$ cat src/rtl/icache_ctrl.sv
`timescale 1ns/1ps
// icache_ctrl: direct-mapped 32-line instruction cache controller with 4-beat memory refill and flush-all.
// Hits ack 2 cycles after the request is sampled; misses add the refill; no request is taken while flushing.
module icache_ctrl (
   input  logic         i_clk,
   input  logic         i_rst_n,
   input  logic         i_req,
   input  logic [15:0]  i_req_addr,
   output logic         o_ack,
   output logic [31:0]  o_data,
   input  logic         i_flush,
   output logic         o_busy,
   output logic         o_mem_req,
   output logic [15:0]  o_mem_addr,
   input  logic         i_mem_ack,
   input  logic [31:0]  i_mem_data,
   output logic [4:0]   o_ram_addr,
   output logic [137:0] o_ram_data,
   output logic         o_ram_we,
   input  logic [137:0] i_ram_data
);

   localparam logic [2:0] FLUSH  = 3'd0;
   localparam logic [2:0] IDLE   = 3'd1;
   localparam logic [2:0] LOOKUP = 3'd2;
   localparam logic [2:0] REFILL = 3'd3;
   localparam logic [2:0] WRITE  = 3'd4;
   localparam logic [2:0] RESP   = 3'd5;

   logic [2:0]       state;
   logic [4:0]       flush_cnt;
   logic [1:0]       beat;
   logic             flush_pend;
   logic [8:0]       tag;
   logic [4:0]       index;
   logic [1:0]       word;
   logic [3:0][31:0] line_buf;
   logic [3:0][31:0] ram_words;
   logic             hit;

   assign ram_words = i_ram_data[127:0];
   assign hit       = i_ram_data[137] && (i_ram_data[136:128] == tag);

   always_ff @(posedge i_clk or negedge i_rst_n) begin
      if (!i_rst_n) begin
         state      <= FLUSH;
         flush_cnt  <= '0;
         beat       <= '0;
         flush_pend <= 1'b0;
         tag        <= '0;
         index      <= '0;
         word       <= '0;
         line_buf   <= '0;
         o_ack      <= 1'b0;
         o_data     <= '0;
      end else begin
         o_ack <= 1'b0;
         case (state)
            FLUSH: begin
               flush_cnt <= flush_cnt + 5'd1;
               if (flush_cnt == 5'd31)
                  state <= IDLE;
            end
            IDLE: begin
               // o_ack still high means this cycle belongs to the request just answered
               if (flush_pend || i_flush) begin
                  flush_pend <= 1'b0;
                  flush_cnt  <= '0;
                  state      <= FLUSH;
               end else if (i_req && !o_ack) begin
                  tag   <= i_req_addr[15:7];
                  index <= i_req_addr[6:2];
                  word  <= i_req_addr[1:0];
                  state <= LOOKUP;
               end
            end
            LOOKUP: begin
               if (hit) begin
                  o_data <= ram_words[word];
                  o_ack  <= 1'b1;
                  state  <= IDLE;
               end else begin
                  beat  <= '0;
                  state <= REFILL;
               end
            end
            REFILL: begin
               if (i_mem_ack) begin
                  line_buf[beat] <= i_mem_data;
                  beat           <= beat + 2'd1;
                  if (beat == 2'd3)
                     state <= WRITE;
               end
            end
            WRITE: begin
               o_data <= line_buf[word];
               o_ack  <= 1'b1;
               state  <= RESP;
            end
            RESP:    state <= IDLE;
            default: state <= FLUSH;
         endcase
         if (i_flush && (state == LOOKUP || state == REFILL || state == WRITE || state == RESP))
            flush_pend <= 1'b1;
      end
   end

   always_comb begin
      o_ram_addr = i_req_addr[6:2];
      o_ram_data = '0;
      o_ram_we   = 1'b0;
      if (state == FLUSH) begin
         o_ram_addr = flush_cnt;
         o_ram_we   = 1'b1;
      end else if (state == WRITE) begin
         o_ram_addr = index;
         o_ram_data = {1'b1, tag, line_buf};
         o_ram_we   = 1'b1;
      end
   end

   assign o_busy     = (state == FLUSH);
   assign o_mem_req  = (state == REFILL);
   assign o_mem_addr = o_mem_req ? {tag, index, beat} : 16'h0000;

endmodule
$ cat config.mk
export PLATFORM = sky130hd
export DESIGN_NAME = icache_ctrl
export DESIGN_NICKNAME = d
export VERILOG_FILES = /design/src/rtl/icache_ctrl.sv
export SDC_FILE = /design/constraint.sdc
export NUM_CORES = 1
export LEC_CHECK = 0
export ABC_AREA = 1
export BUFFER_PORTS_ARGS = -buffer_cell sky130_fd_sc_hd__buf_2
export CAP_MARGIN = 20
export CORE_MARGIN = 2
export CORE_UTILIZATION = 51
export CTS_BUF_LIST = sky130_fd_sc_hd__clkbuf_16
export CTS_CLUSTER_SIZE = 25
export DETAILED_ROUTE_END_ITERATION = 12
export MAX_ROUTING_LAYER = met4
export PLACE_DENSITY_LB_ADDON = 0.2
export SLEW_MARGIN = 25
export SYNTH_ARGS = -nofsm -noshare
export SYNTH_HDL_FRONTEND = slang
export SYNTH_SLANG_ARGS = --single-unit
$ cat constraint.sdc
create_clock -name i_clk -period 1.9 [get_ports i_clk]
set_input_delay 0.38 -clock i_clk [delete_from_list [all_inputs] [get_ports i_clk]]
set_output_delay 0.38 -clock i_clk [all_outputs]
set_load 0.01 [all_outputs]
Word-level counts from Yosys, hierarchy flattened
Cells that the tools add are included.

storage, ports and cells
  flip-flop bits (word level) = 188
  bits in latches = 0
  RAM bits = 0
  memory bits (read-only) = 0
  bits of input ports = 191
  output and inout port bits = 195
  word-level logic and storage cells = 89
  memories = 0

operators by class
  $add $sub $neg = 2
  $mul = 0
  divide/modulo/power cells = 0
  $lt $le $gt $ge = 3
  equality and inequality tests = 15
  shift-type cells = 0
  multiplexer cells = 33
  bitwise operators = 1
  reduce and logical (&&, ||, !) cells = 22

operators with widths
  operator                                                                      count
  138-bit 2-to-1 mux                                                            2
  32-bit binary-select mux with 2-bit select                                    2
  128-bit bitwise mux                                                           1
  32-bit 2-to-1 mux                                                             4
  32-bit demux with 2-bit select                                                1
  32-bit one-hot mux with 2 select lines                                        1
  3-bit one-hot mux with 6 select lines                                         1
  16-bit 2-to-1 mux                                                             1
  3-bit 2-to-1 mux                                                              5
  5-bit 2-to-1 mux                                                              3
  5-bit one-hot mux with 2 select lines                                         1
  2-bit nonzero test                                                            5
  9-bit equality test                                                           1
  2-bit AND reduction                                                           4
  3-bit by 2-bit equality test with 1-bit output, second input constant         2
  3-bit equality test, second input constant                                    2
  2-bit by 3-bit less-than comparator with 1-bit output, second input constant  2
  1-bit 2-to-1 mux                                                              6
  2-bit 2-to-1 mux                                                              3
  2-bit by 1-bit != test with 1-bit output, second input constant               3
  2-bit != test, second input constant                                          3
  3-bit AND reduction                                                           2
  5-bit by 1-bit adder with 5-bit output, second input constant                 1
  5-bit equality test, second input constant                                    1
  other kinds (13)                                                              19

Depth between registers and ports, before layout
  depth after elaboration = 7
  gate-level depth with buffers = 11
  mapped depth without buffers = 11

Worst setup path before layout
No wires, ideal clock.

  path type = register to output
  from = reg state[0]
  to = out o_ram_data[38]
  data arrival time = 1367 ps
  data required time = 1520 ps
  path slack = 153 ps
  stages on the path, launching flop included = 8
  path buffers = 2
  path through = dfrtp_1 > nor2_4 > inv_2 > nor2_2 > inv_2 > buf_2 > buf_2 > nor2_1

between the ends
  longest elaborated chain between the ends = 3
  elaborated cells between the ends (all ways) = 4
  classes of those cells = 1 x eq/ne; 2 x mux; 1 x reduce/logical

ends and longest elaborated chain
  element                 line  source
  from (decl)             30    logic [2:0] state;
  from (signal assigned)  46    state <= FLUSH;
  from (signal assigned)  62    state <= IDLE;
  from (signal assigned)  69    state <= FLUSH;
  3-bit equality test     115   end else if (state == WRITE) begin
  138-bit 2-to-1 mux      115
  138-bit 2-to-1 mux *    112   if (state == FLUSH) begin
  to (decl)               18    output logic [137:0] o_ram_data,

Every way passes the cells marked *; elsewhere a longest branch is shown, timed or not.

Worst setup path in the final report
  from = reg state[1]
  to = out o_ram_data[16]

Same word-level chain as after synthesis.

==> results.toml <==
[run_status]
status = "finished, violations left"
violations = "negative setup slack"

[placement]
dp_hpwl_mm = 25.6
place_area_um2 = 13000
io_buffer_count = 385
dp_cells = 2156
place_congestion = 0.905
place_ws_ns = 0.196

[drt]
vias = 11500
route.antenna.remaining_nets = 0
drt_iter0_drc = 740
drtPass1Iterations = 7
remaining_drc_errors = 0
viasPerCell = 5.20
wl_per_cell_um = 16.4
wl_mm = 36.2

[power]
ir_worst_vdd_mv = 0.961
power_density_nw_per_um2 = 1350
power.leakage_nw = 7.58

[clocking]
clkSlewWorstSetupHoldPaths_ns = 0.07
cts-root-buf = "clkbuf_16"
cts_buffer_depth = 2
cts_buffers = 17
tritoncts = "yes"
cts.sink_count = 188
htreeDepth = 4
clock_latency_ns = 0.44

[global_route]
gr-total-overflow = 0
grt_use_total_pct = 32.2
antenna_found_initial = 5
grt_pass1_wl_mm = 54.2
grt_pass1_vias = 10300
grt_max_degree = 76

[min_path]
hold_path_class = "input port to flop"

[sta]
skew_ns = 0.00993
worst_slew_pin_slew_ns = 0.431
setup_viol = 163
relSlewSlack_pct = 71.3
rsz0062_at_grt = "yes"
hold-worst-slack_ns = 0.179
drv_slew = 0
max_freq_mhz = 466
fin_ws_ns = -0.245
fin_crit_sh_pct = 113
hold_viol_final = 0
finalCriticalPeriod_ns = 2.14

[yosys]
synth_area_um2 = 10800
synth_edf_count = 0
ys.flop_type = "dfrtp_1"
synth_seq_cells = 188
async_flop_share_pct = 100
ys_types = 31
netlist_instances = 1560
seq_area_frac_synth_pct = 43.6
syn_area_per_cell_um2 = 6.91
ys_warn_count = 0
synth.net_count = 1758

[layout]
postLayoutCellArea_um2 = 14000
stdcell_count = 2210
fill_cells = 1910
layout-drive-gt1-share_pct = 26.3
nNetsFinal = 2115
synthToLayoutAreaGrowth_pct = 29.6

[critical_path]
crit_path_frequent_cell = "nor2_4"
crit_family = "buffers and inverters"
crit_slowest_cell = "dfrtp_1"
arrival_ns = 1.76
critPathKind = "flop to output pin"
endpoint_kind = "output pin"
path_buf_inv = 4
reg2reg_slack_ns = -0.04
cp-start-kind = "flop"
crit_chain = "nor2_4, inv_2, nor2_4, inv_8, clkbuf_16, nor2_1, buf_2"
crit_path_max_incr_delay_ns = 0.42
crit_required_ns = 1.52
crit_fanout = 18

[floorplanning]
ios = 386
dieArea_um2 = 22300
die-width_um = 149
core.rowCount = 53
dieHeight_um = 149
core_area_um2 = 20900
start_util_pct = 51.6

[flow_run]
maxCapViolations = 0
==> power breakdown <==
part	total (mW)	switching, mW	internal [mW]
logic	8.68	5.61	3.07
clock network	3.55	1.70	1.86
registers	6.58	1.01	5.57
total	18.8	8.32	10.5
==> repair_timing <==
| action | CTS | global route |
|---|---|---|
| gates cloned | 2 | 3 |
| gates resized for setup | 18 | 36 |
| endpoints found under the setup margin | 161 | 182 |
| endpoints found under the hold margin | 40 | 0 |
| setup buffers | 4 | 8 |
| hold buffers | 1 | 0 |
| pin swaps | 3 | 6 |
==> final cells by class <==
class	instances	area, um2	area share (%)
Tap cell	275	344	2.46
Multi-Input combinational cell	1059	4810	34.4
Clock buffer	17	425	3.05
Antenna cell	5	12.5	0.0896
Inverter	210	801	5.73
Timing Repair Buffer	441	2700	19.3
Sequential cell	188	4710	33.7
Clock inverter	15	161	1.16
==> stage by stage <==
stage | util [%] | power (mW) | TNS, ns
floorplan | - | 11.8 | 0
global placement | 62.0 | 14.6 | 0
detailed placement | 62.0 | 14.9 | 0
CTS | 65.6 | 18.6 | -29.45
global route | 66.9 | 20.2 | -43.44
finish | 66.9 | 18.8 | -32.90
==> cells in the mapped netlist (2+ instances only) <==
| master | count | share of area [%] |
|---|---|---|
| nand2_1 | 369 | 13 |
| nor2_1 | 244 | 8.5 |
| o21ai_0 | 230 | 11 |
| inv_1 | 205 | 7.1 |
| dfrtp_1 | 188 | 44 |
| a21oi_1 | 76 | 3.5 |
| buf_2 | 50 | 2.3 |
| nand3_1 | 38 | 1.8 |
| o21ai_1 | 38 | 1.8 |
| o22ai_1 | 32 | 1.9 |
| clkbuf_1 | 31 | 1.1 |
| buf_6 | 12 | 1.3 |
| ha_1 | 7 | 0.81 |
| buf_4 | 6 | 0.42 |
| inv_2 | 5 | 0.17 |
| o221ai_1 | 5 | 0.41 |
| buf_1 | 4 | 0.14 |
| nand2_4 | 4 | 0.42 |
| nor3_1 | 3 | 0.14 |
| nand4_1 | 2 | 0.12 |
==> cells by family (layout without fill, tap and decap cells) <==
logic type | after synthesis | after routing | share of synthesized area (%)
compound gates | 384 | 384 | 18.4
buf+inv | 313 | 683 | 12.5
fa+ha+maj | 7 | 7 | 0.813
other cells | 0 | 5 | 0
simple gates | 666 | 666 | 24.4
flops | 188 | 188 | 43.6
xor+xnor | 2 | 2 | 0.163
==> per-layer routing <==
metal / wire length [um] / global-route usage [%] / up-vias
met2: 17100 / 49.5 / 489
met1: 15300 / 43.3 / 5321
met3: 2640 / 4.40 / 65
li1: - / - / 5618
met5: 0 / - / -
met4: 1050 / 12.7 / 0
==> final timing paths <==
| check | cells after the start | start | endpoint |
|---|---|---|---|
| min in group asynchronous | 2 | i_rst_n | line_buf[5] |
| worst max-delay path | 7 | state[1] | o_ram_data[16] |
| worst min-delay path | 3 | i_flush | flush_pend |
| worst max register to register | 13 | state[1] | o_data[29] |
| worst min register to register | 1 | flush_cnt[2] | flush_cnt[2] |
| max in group asynchronous | 3 | i_rst_n | line_buf[110] |
==> worst reg2reg max path: cells and delay by family, from the launching register on <==
kind                   cells  cell delay [ns]
buffers and inverters      7             0.82
and+or+nand+nor            6             0.65
DFF                        1             0.42
==> registers in the layout (all words and copies together), names as in the netlist <==
register,count
word,2
state,3
o_ack,1
flush_cnt,5
tag,9
line_buf,128
flush_pend,1
beat,2
index,5
o_data,32
==> placed cells by master (no fill, tap or decap), types with 2 or more instances in the layout <==
cell type and count:
nor2_2 12, o221ai_1 3, inv_4 2, o21ai_1 40, o221ai_2 2, clkbuf_16 20
buf_6 5, nor3_1 3, nor2_4 3, o22ai_1 32, inv_2 5, nand2_8 2
inv_6 2, inv_1 202, nand2_1 368, ha_1 7, nand3_1 38, nand4_1 2
nor2_1 231, buf_4 28, buf_12 14, inv_8 3, buf_16 4, diode_2 5
dfrtp_1 186, clkinv_4 4, a21oi_1 76, clkinvlp_4 2, clkinv_8 2, o21ai_0 228
nand2_4 3, buf_8 2, buf_2 383
No activity file was read; power rests on OpenSTA's default activity.
